==> src/rtl/spi_xfer_ctrl.sv <==
// SPI transfer controller: sequences one serial word through an external
// clock generator and assembles the received word.
//
// state | meaning
// ------+----------------------------------------------------------------
// IDLE  | waiting for start; mosi holds its last driven value
// RUN   | clock generator running; shifting on tx/rx strobes
// DONE  | single cycle: done pulse, rx_data published
module spi_xfer_ctrl #(
    parameter int SPI_DIVIDER_LEN = 8,
    parameter int SPI_MAX_CHAR    = 32
) (
    input  logic                       clk_in,
    input  logic                       rst_n,
    input  logic                       start,
    input  logic                       abort,
    input  logic [4:0]                 char_len,
    input  logic                       lsb,
    input  logic                       tx_negedge,
    input  logic                       rx_negedge,
    input  logic [SPI_DIVIDER_LEN-1:0] div_in,
    input  logic [SPI_MAX_CHAR-1:0]    tx_data,
    input  logic                       miso,
    input  logic                       cg_pos_edge,
    input  logic                       cg_neg_edge,
    output logic                       cg_enable,
    output logic                       cg_go,
    output logic                       cg_last_clk,
    output logic [SPI_DIVIDER_LEN-1:0] cg_divider,
    output logic                       mosi,
    output logic [SPI_MAX_CHAR-1:0]    rx_data,
    output logic                       busy,
    output logic                       done
);

    localparam int CNT_W = $clog2(SPI_MAX_CHAR + 1);
    localparam int IDX_W = $clog2(SPI_MAX_CHAR);
    localparam logic [CNT_W-1:0] MAX_LEN = CNT_W'(SPI_MAX_CHAR);
    localparam logic [CNT_W-1:0] ONE     = CNT_W'(1);

    typedef enum logic [1:0] {
        ST_IDLE = 2'd0,
        ST_RUN  = 2'd1,
        ST_DONE = 2'd2
    } state_t;

    state_t                     state_q, state_d;
    logic [CNT_W-1:0]           cnt_q, cnt_d;
    logic [CNT_W-1:0]           len_q, len_d;
    logic                       lsb_sel_q, lsb_sel_d;
    logic                       tx_neg_q, tx_neg_d;
    logic                       rx_neg_q, rx_neg_d;
    logic [SPI_MAX_CHAR-1:0]    tx_sr_q, tx_sr_d;
    logic [SPI_MAX_CHAR-1:0]    rx_sr_q, rx_sr_d;
    logic [SPI_MAX_CHAR-1:0]    rx_data_q, rx_data_d;
    logic [SPI_DIVIDER_LEN-1:0] divider_q, divider_d;
    logic                       mosi_q, mosi_d;
    logic                       busy_q, busy_d;
    logic                       done_q, done_d;

    logic             tx_edge;
    logic             rx_edge;
    logic [IDX_W-1:0] bit_idx;
    logic [CNT_W-1:0] len_in;

    // Edge selects and bit index come from values frozen at start, so
    // reconfiguring the inputs mid-transfer cannot disturb the word.
    assign tx_edge = tx_neg_q ? cg_neg_edge : cg_pos_edge;
    assign rx_edge = rx_neg_q ? cg_neg_edge : cg_pos_edge;
    assign bit_idx = lsb_sel_q ? IDX_W'(len_q - cnt_q) : IDX_W'(cnt_q - ONE);
    assign len_in  = (char_len == 5'd0) ? MAX_LEN : CNT_W'(char_len);

    assign cg_enable   = (state_q != ST_IDLE);
    assign cg_go       = (state_q == ST_RUN);
    assign cg_last_clk = (state_q == ST_RUN) && (cnt_q == ONE);
    assign cg_divider  = divider_q;
    assign mosi        = mosi_q;
    assign rx_data     = rx_data_q;
    assign busy        = busy_q;
    assign done        = done_q;

    // Next-state and datapath decode; tx uses the pre-decrement count.
    always_comb begin
        state_d   = state_q;
        cnt_d     = cnt_q;
        len_d     = len_q;
        lsb_sel_d = lsb_sel_q;
        tx_neg_d  = tx_neg_q;
        rx_neg_d  = rx_neg_q;
        tx_sr_d   = tx_sr_q;
        rx_sr_d   = rx_sr_q;
        rx_data_d = rx_data_q;
        divider_d = divider_q;
        mosi_d    = mosi_q;
        busy_d    = busy_q;
        done_d    = 1'b0;
        case (state_q)
            ST_IDLE: begin
                if (start) begin
                    state_d   = ST_RUN;
                    busy_d    = 1'b1;
                    tx_sr_d   = tx_data;
                    rx_sr_d   = '0;
                    cnt_d     = len_in;
                    len_d     = len_in;
                    lsb_sel_d = lsb;
                    tx_neg_d  = tx_negedge;
                    rx_neg_d  = rx_negedge;
                    divider_d = div_in;
                end
            end
            ST_RUN: begin
                if (abort) begin
                    state_d = ST_IDLE;
                    busy_d  = 1'b0;
                    cnt_d   = '0;
                end else begin
                    if (tx_edge) begin
                        mosi_d = tx_sr_q[bit_idx];
                    end
                    if (rx_edge) begin
                        rx_sr_d[bit_idx] = miso;
                        cnt_d            = cnt_q - ONE;
                        if (cnt_q == ONE) begin
                            state_d = ST_DONE;
                            done_d  = 1'b1;
                            for (int i = 0; i < SPI_MAX_CHAR; i++) begin
                                rx_data_d[i] = (i < int'(len_q)) ? rx_sr_d[i] : 1'b0;
                            end
                        end
                    end
                end
            end
            ST_DONE: begin
                state_d = ST_IDLE;
                busy_d  = 1'b0;
            end
            default: begin
                state_d = ST_IDLE;
                busy_d  = 1'b0;
            end
        endcase
    end

    // State and datapath registers with asynchronous active-low reset.
    always_ff @(posedge clk_in or negedge rst_n) begin
        if (!rst_n) begin
            state_q   <= ST_IDLE;
            cnt_q     <= '0;
            len_q     <= '0;
            lsb_sel_q <= 1'b0;
            tx_neg_q  <= 1'b0;
            rx_neg_q  <= 1'b0;
            tx_sr_q   <= '0;
            rx_sr_q   <= '0;
            rx_data_q <= '0;
            divider_q <= '0;
            mosi_q    <= 1'b0;
            busy_q    <= 1'b0;
            done_q    <= 1'b0;
        end else begin
            state_q   <= state_d;
            cnt_q     <= cnt_d;
            len_q     <= len_d;
            lsb_sel_q <= lsb_sel_d;
            tx_neg_q  <= tx_neg_d;
            rx_neg_q  <= rx_neg_d;
            tx_sr_q   <= tx_sr_d;
            rx_sr_q   <= rx_sr_d;
            rx_data_q <= rx_data_d;
            divider_q <= divider_d;
            mosi_q    <= mosi_d;
            busy_q    <= busy_d;
            done_q    <= done_d;
        end
    end

endmodule

==> config.mk <==
export PLATFORM = sky130hd
export DESIGN_NAME = spi_xfer_ctrl
export DESIGN_NICKNAME = d
export VERILOG_FILES = /design/src/rtl/spi_xfer_ctrl.sv
export SDC_FILE = /design/constraint.sdc
export NUM_CORES = 1
export LEC_CHECK = 0
export CORE_MARGIN = 10
export CORE_UTILIZATION = 54
export DETAILED_ROUTE_END_ITERATION = 8
export GPL_TIMING_DRIVEN = 0
export PLACE_DENSITY = 0.87
export SETUP_SLACK_MARGIN = 0.15
export SYNTH_ARGS = -nofsm -noshare
export SYNTH_HDL_FRONTEND = slang
export SYNTH_SLANG_ARGS = --single-unit
==> constraint.sdc <==
create_clock -name clk_in -period 3.85 [get_ports clk_in]
set_input_delay 1.155 -clock clk_in [delete_from_list [all_inputs] [get_ports clk_in]]
set_output_delay 1.155 -clock clk_in [all_outputs]
set_load 0.01 [all_outputs]
==> impl_metrics.toml, run 1 <==
[sta]
setup_ws_ns = 0.344
drv_slew = 0
holdWs_ns = 0.471
min_period_ns = 3.51
skew_ns = 0.00967
fin_crit_sh = 0.911
report.final.setup_viol = 0
grt_setup_unrepaired = "false"
relSlewSlack = 0.456
fmax_ghz = 0.285
fin_tns_setup_ns = 0
worst_pin_slew_ns = 0.816
hold_viol = 0

[cells_and_area]
nNetsFinal = 930
area_growth_pct = 28.2
layout-drive-gt1-share = 0.0784
diodes = 0
fill_cells = 839
finalInstanceArea_um2 = 8300

[synth]
synth_edf_count = 0
synth_seq_cells = 124
yosys_warnings = 0
synth_cells = 749
yosysSeqAreaShare = 0.480
syn_avg_cell_area_um2 = 8.64
ys_async_sr_fraction = 1.00
synth_cell_types = 57
synth-main-ff-cell = "dfrtp_1"
syn_area_um2 = 6470
synthesis.nets = 811

[global_routing]
grt_pass1_wl_um = 30800
grt_max_degree = 81
overflow = 0
antenna_found_initial = 0
grt_pass1_vias = 6026
grt.total_usage = 0.232

[worst_setup_path]
crit_slowest_cell = "clkdlybuf4s50_1"
worstSetupStartpointType = "flop"
crit_arrival_ns = 2.35
slowest_delay_ns = 0.55
criticalPathCategory = "flop to output port"
path_cells = "or3_1, or3b_1, nor2_1, clkdlybuf4s50_1"
endpoint_kind = "output port"
cp_max_fo = 6
cp.required_ns = 2.69
r2r_end = "rx_data[20]"
crit_family = "simple AND/OR/NAND/NOR gates"
rrSetupSlack_ns = 0.38
worst-path-buf-inv = 1
rr_startpoint = "cnt_q[0]"
r2r_cells = 11

[cts]
htreeDepth = 4
cts_inserted_buffers = 17
clkSinkCount = 124
clock_latency_ns = 0.42
cts.path.max_buffers = 2
path_clk_slew_ns = 0.05
cts_tree = "built"
cts_setup_buffers = 0
cts_root_buffer = "clkbuf_16"

[floorplan]
die_h_um = 129
start_util = 0.559
fp.dieW_um = 129
core_area_um2 = 11600
io_pins = 101
core.rowCount = 39
fp.dieArea_um2 = 16800

[placement]
dp.final_hpwl_um = 13500
gp_congestion = 0.972
io_buffers = 99
place_area_um2 = 7670
pre_cts_slack_ns = 0.118

[routing]
drcViolationCount = 0
drt_iter0_drc = 847
wl_per_cell_um = 18.9
first_pass_iters = 7
avgViaCountPerCell = 6.01
drt.antenna.violating_nets = 0
vias = 6148
wirelength_um = 19300

[run]
drv_cap = 0

[run_status]
run_status = "complete, no violations"

[power]
leakage_nw = 3.80
peakVddDrop_mv = 0.447
p_per_area_nw_per_um2 = 816
total_power_w = 0.00677

[min_path]
hold_path_depth = 2
hp-class = "flop to flop"
holdCritStartpoint = "cg_divider[0]"
hold_path_end = "cg_divider[0]"
==> cell usage in the layout, fill, tap and decap left out, types with 3 or more instances in the layout <==
cell / count
dfrtp_1: 124
nor2_1: 24
mux2_1: 4
or3_1: 3
a211oi_1: 10
a311oi_1: 8
o31ai_1: 3
bufinv_16: 3
mux2i_1: 24
a22o_1: 6
a31oi_1: 3
a21o_1: 4
inv_1: 9
xor2_1: 3
clkdlybuf4s50_1: 98
nand2b_1: 3
buf_6: 3
clkbuf_8: 3
o21ai_0: 27
a21oi_1: 53
o41ai_2: 7
buf_2: 5
clkbuf_16: 17
or2_1: 4
nand3_1: 8
buf_1: 3
nand2_1: 230
clkbuf_1: 45
o21ai_1: 73
xnor2_1: 5
ha_1: 6
nor3_1: 3
nor2b_1: 3
or3b_2: 3
and3_1: 12
clkinv_2: 5
==> kinds of logic after synthesis <==
logic type | Yosys count | synth area share
AND/OR/NAND/NOR | 307 | 0.199
multiplexers | 30 | 0.0476
buffers and inverters | 64 | 0.0423
adder cells (fa/ha/maj) | 7 | 0.0147
AO/OA/AOI/OAI | 209 | 0.206
flip-flops | 124 | 0.480
XOR/XNOR | 8 | 0.0108
==> power breakdown <==
part | switching, W | leakage [nW] | internal [W] | total, W
sequential | 0.000235 | 1.63 | 0.00161 | 0.00184
combinational | 0.00217 | 1.87 | 0.00114 | 0.00331
clock | 0.000554 | 0.297 | 0.00106 | 0.00161
==> state kept, by name (all words and copies together) (netlist names) <==
signal / count
tx_neg_q: 1
cg_divider: 8
len_q: 6
rx_data: 32
state_q: 2
busy: 1
mosi: 1
rx_neg_q: 1
lsb_sel_q: 1
tx_sr_q: 32
done: 1
rx_sr_q: 32
cnt_q: 6
==> cells in the mapped netlist (9+ instances only) <==
cell / count / area [um2]
clkbuf_1: 43 / 161
a21oi_1: 53 / 265
a211oi_1: 10 / 75.1
o21ai_1: 73 / 365
inv_1: 9 / 33.8
nor2_1: 24 / 90.1
and3_1: 12 / 75.1
nand2_1: 230 / 863
o21ai_0: 27 / 135
mux2i_1: 24 / 240
dfrtp_1: 124 / 3100
==> metal layers <==
layer  part of all wire  wire [um]  global-route usage  vias to the layer above
li1                   -          -                   -                     2817
met1               0.40       7670               0.292                     2936
met2               0.47       9070               0.360                      343
met3               0.11       2060              0.0759                       52
met4              0.026        509               0.101                        0
met5                  0          0                   0                        -
==> worst reg2reg max path, delay by kind of cell, from the launching register on <==
family / cells / cell delay (ns)
AOI/OAI and AO/OA: 1 / 0.26
muxes: 1 / 0.19
and+or+nand+nor: 4 / 1.24
adders and majority gates: 2 / 0.68
buffers and inverters: 3 / 0.51
DFF: 1 / 0.49
==> stage by stage <==
stage,std cells,utilization
after floorplan,749,-
after global placement,991,0.661
after detailed placement,992,0.663
after CTS,1023,0.716
after global routing,1023,0.717
final,1023,0.717
==> cell type report <==
type                    instances  area, um2  share of cell area
flip-flops and latches        124       3100               0.374
clock buffers                  23        478              0.0576
clock inverters                 8        115              0.0139
plain buffers                  53        221              0.0267
repair buffers                100       1020               0.123
well taps                     143        179              0.0216
multi-input cells             561       3130               0.377
inverters                      11       53.8             0.00649
==> repair_timing <==
item	in CTS	in global routing
endpoints found under the setup margin	4	9
hold buffers	0	0
gates resized for setup	3	5
==> worst max-delay path by stage <==
stage,from,end,slack (ns),cells past startpoint
floorplan,cnt_q[0],rx_data[22],1.06,11
global placement,rst_n,rx_sr_q[1],-3.17,1
CTS,cnt_q[0],rx_data[8],0.33,10
finish,cnt_q[2],cg_last_clk,0.34,4
detailed placement,cnt_q[0],rx_data[20],0.12,11
global route,cnt_q[0],mosi,0.16,12
No activity file was read; power rests on OpenSTA's default activity.
==> inputs of run 2 (changes only) <==
HOLD_SLACK_MARGIN = 0.03   (was unset)
clock period = 4 ns   (was 3.85 ns; I/O delays follow)
==> impl_metrics.toml, run 2 (synthesized netlist as in run 1, its figures left out) <==
[run_status]
run_status = "complete, no violations"

[sta]
fin_crit_sh = 0.897
report.final.setup_viol = 0
hold_viol = 0
drv_slew = 0
relSlewSlack = 0.457
holdWs_ns = 0.471
skew_ns = 0.00955
fin_tns_setup_ns = 0
grt_setup_unrepaired = "false"
min_period_ns = 3.59
setup_ws_ns = 0.412
fmax_ghz = 0.279
worst_pin_slew_ns = 0.811

[cells_and_area]
regArea_um2 = 3100
final_cell_mix = "nand2_1 (230), dfrtp_1 (124), clkdlybuf4s50_1 (98)"
area_growth_pct = 28.0
multi_input_area_um2 = 3110
diodes = 0
layout-drive-gt1-share = 0.0773
fill_cells = 842
nNetsFinal = 930
stdcell_count = 1023
layout_commonest_cell = "nand2_1"

[routing]
drcViolationCount = 0
drt_iter0_drc = 853
wl_per_cell_um = 18.8
vias = 6101
drt.antenna.violating_nets = 0
wirelength_um = 19300
avgViaCountPerCell = 5.96
first_pass_iters = 5

[floorplan]
die_h_um = 129
core.rowCount = 39
core_area_um2 = 11600
fp.dieW_um = 129
io_pins = 101
fp.dieArea_um2 = 16800
start_util = 0.559

[run]
drv_cap = 0

[power]
p_per_area_nw_per_um2 = 782
p_seq_frac = 0.273
peakVddDrop_mv = 0.425
pwr-share-comb = 0.486
leakage_nw = 3.79
swShare = 0.436
power_frac_clock = 0.240
p_switching_w = 0.00282
p_int_w = 0.00365

[min_path]
hp-class = "flop to flop"
hold_path_depth = 2
hold_path_end = "cg_divider[0]"
holdCritStartpoint = "cg_divider[0]"

[cts]
postCtsHoldBufs = 0
clock_latency_ns = 0.42
cts_root_buffer = "clkbuf_16"
htreeDepth = 4
ctsResizeCount = 0
cts.path.max_buffers = 2
cts_inserted_buffers = 17
clkSinkCount = 124
cts_tree = "built"
path_clk_slew_ns = 0.05
cts_setup_buffers = 0

[worst_setup_path]
r2r_end = "rx_data[31]"
criticalPathCategory = "flop to flop"
rrSetupSlack_ns = 0.41
crit_arrival_ns = 3.89
cp.required_ns = 4.30
cp_max_fo = 10
worstSetupStartpointType = "flop"
r2r_cells = 12
endpoint_kind = "flop"
rr_startpoint = "cnt_q[0]"

[global_routing]
antenna_found_initial = 0
grt.total_usage = 0.231
grt_pass1_vias = 6027
grt_pass1_wl_um = 30800
grt_max_degree = 81
overflow = 0

[placement]
placedCellCount = 992
gp_congestion = 0.972
pre_cts_slack_ns = 0.268
dp.final_hpwl_um = 13500
io_buffers = 99
==> run 2: cell types whose count changed in the layout (fill, tap and decap cells not counted) <==
cell,change
nor3_2,+2
nor3_4,-2
clkbuf_2,-1
clkbuf_1,+1
==> run 2: critical path, stage by stage (launching register included) <==
cell and delay (ns):
dfrtp_1 0.49, ha_1 0.24, inv_1 0.07, fa_1 0.48, nand2b_1 0.10, clkbuf_1 0.36, and2_1 0.24, clkbuf_1 0.41
and3_1 0.22, clkbuf_1 0.36, nand2_1 0.17, mux2i_1 0.23, o21ai_1 0.09
==> run 2: cell type report <==
cell class / count / share of cell area
Tap cell: 143 / 0.0216
Clock buffer: 23 / 0.0577
Inverter: 11 / 0.00650
Sequential cell: 124 / 0.375
Timing Repair Buffer: 100 / 0.123
Buffer: 53 / 0.0266
Clock inverter: 8 / 0.0139
Multi-Input combinational cell: 561 / 0.376
==> run 2: per-layer routing <==
layer	track usage	vias to the layer above	wire (um)
li1	-	2805	-
met1	0.291	2889	7550
met2	0.357	355	9110
met3	0.0775	52	2060
met4	0.104	0	549
met5	0	-	0
==> run 2: worst max-delay path by stage <==
stage	cells after the start	from	endpoint
after detailed placement	11	cnt_q[0]	rx_data[20]
after CTS	11	cnt_q[0]	rx_data[20]
after global placement	1	rst_n	rx_sr_q[1]
after floorplan	11	cnt_q[0]	rx_data[22]
after global routing	12	cnt_q[0]	rx_data[7]
final	12	cnt_q[0]	rx_data[31]
==> run 2: power groups by stage <==
stage	sequential [W]	combinational (W)	clock (W)
final	0.00177	0.00315	0.00156
after global routing	0.00180	0.00341	0.00162
after CTS	0.00176	0.00304	0.00156
after detailed placement	0.00178	0.00299	0
after global placement	0.00177	0.00292	0
after floorplan	0.00176	0.00202	0
==> run 2: metrics by stage <==
step | cell area [um2] | utilization | power [W]
CTS | 8260 | 0.714 | 0.00636
global route | 8280 | 0.716 | 0.00683
global placement | 7640 | 0.661 | 0.00468
floorplan | 6470 | - | 0.00378
finish | 8280 | 0.716 | 0.00648
detailed placement | 7670 | 0.663 | 0.00477
==> inputs of run 3 (changes only) <==
CORE_UTILIZATION = 30   (was 54)
PLACE_DENSITY = 0.57   (was 0.87)
==> impl_metrics.toml, run 3 (synthesized netlist as in run 1, its figures left out) <==
[run_status]
run_status = "complete, no violations"

[worst_setup_path]
criticalPathCategory = "flop to flop"
worstSetupStartpointType = "flop"
slowest_delay_ns = 0.93
rr_startpoint = "cnt_q[0]"
crit_slowest_cell = "nor3_1"
path_cells = "ha_1, inv_1, fa_1, nand2b_1, clkbuf_1, and2_1, nor3_1, nand2_1, mux2_1, a22o_1"
crit_family = "simple AND/OR/NAND/NOR gates"
worst-path-buf-inv = 2
r2r_cells = 10
r2r_end = "rx_data[8]"
crit_arrival_ns = 3.89
cp_max_fo = 10
endpoint_kind = "flop"
cp.required_ns = 4.31
rrSetupSlack_ns = 0.42

[sta]
relSlewSlack = 0.179
hold_viol = 0
skew_ns = 0.00907
drv_slew = 0
fmax_ghz = 0.279
grt_setup_unrepaired = "false"
holdWs_ns = 0.474
fin_tns_setup_ns = 0
worst_pin_slew_ns = 1.22
report.final.setup_viol = 0
min_period_ns = 3.58
fin_crit_sh = 0.895

[cts]
cts_inserted_buffers = 17
cts_root_buffer = "clkbuf_16"
path_clk_slew_ns = 0.06
cts.path.max_buffers = 2
clock_latency_ns = 0.43
clkSinkCount = 124
cts_tree = "built"
postCtsHoldBufs = 0
cts_setup_buffers = 0
htreeDepth = 4

[cells_and_area]
nNetsFinal = 930
layout_commonest_cell = "nand2_1"
area_growth_pct = 30.3
diodes = 0
final_cell_mix = "nand2_1 (230), dfrtp_1 (124), clkdlybuf4s50_1 (98)"
layout-drive-gt1-share = 0.0760
utilization = 0.400
finalInstanceArea_um2 = 8430
stdcell_count = 1156
fill_cells = 2166

[global_routing]
grt.total_usage = 0.142
grt_pass1_wl_um = 32100
grt_pass1_vias = 5714
grt_max_degree = 67
overflow = 0
antenna_found_initial = 0

[min_path]
hp-class = "flop to flop"
hold_path_depth = 2
hold_path_end = "cg_divider[2]"
holdCritStartpoint = "cg_divider[2]"

[routing]
first_pass_iters = 5
vias = 5676
wl_per_cell_um = 17.4
wirelength_um = 20100
drcViolationCount = 0
drt.antenna.violating_nets = 0
avgViaCountPerCell = 4.91
drt_iter0_drc = 431

[placement]
place_area_um2 = 7830
io_buffers = 99
placedCellCount = 1124
dp.final_hpwl_um = 14700
gp_congestion = 0.836

[floorplan]
core.rowCount = 53
start_util = 0.307
die_h_um = 167
fp.dieW_um = 167
io_pins = 101
core_area_um2 = 21100
fp.dieArea_um2 = 27800

[power]
leakage_nw = 3.76
peakVddDrop_mv = 0.441
p_per_area_nw_per_um2 = 762

[run]
drv_cap = 0
run 3: per-stage QoR:
step	worst slack, ns	total power [W]
global placement	-3.48	0.00484
detailed placement	0.137	0.00486
CTS	0.288	0.00644
floorplan	1.21	0.00378
global route	0.207	0.00683
finish	0.418	0.00642
run 3: worst reg2reg max path, delay by kind of cell (launching register included):
family	cells	cell delay (ns)
and+or+nand+nor	4	1.50
adders and majority gates	2	0.66
DFF	1	0.46
muxes	1	0.36
buffers and inverters	2	0.30
AOI/OAI and AO/OA	1	0.19
run 3: per-layer routing:
layer,GRT usage,vias to the layer above,share of wire
met5,0,-,0
met4,0.0500,0,0.019
met3,0.0372,30,0.065
met2,0.221,154,0.45
met1,0.185,2679,0.47
li1,-,2813,-
run 3: how the worst max path moves through the flow:
stage,from,end,slack (ns),cells after the start
final,cnt_q[0],rx_data[8],0.42,10
after global routing,cnt_q[0],rx_data[8],0.21,10
after CTS,cnt_q[0],rx_data[20],0.29,11
after detailed placement,cnt_q[0],rx_data[10],0.14,10
after global placement,rst_n,tx_sr_q[10],-3.48,1
after floorplan,cnt_q[0],rx_data[22],1.21,11
run 3: power breakdown:
| part | internal [W] | switching (W) |
|---|---|---|
| combinational | 0.00108 | 0.00205 |
| clock | 0.000951 | 0.000579 |
| sequential | 0.00155 | 0.000215 |
| total | 0.00358 | 0.00285 |
run 3: area by class of cell:
cell class,instances,area [um2],share of cell area
clock inverter,9,114,0.0135
tap,275,344,0.0408
multi-input combinational,561,3110,0.369
clock buffer,23,468,0.0555
inverter,11,53.8,0.00638
buffer,53,220,0.0261
sequential,124,3100,0.368
timing repair buffer,100,1020,0.121
run 3: what timing repair did:
action	CTS	global route
gates resized for setup	2	1
endpoints found under the setup margin	2	1
pin swaps	0	0
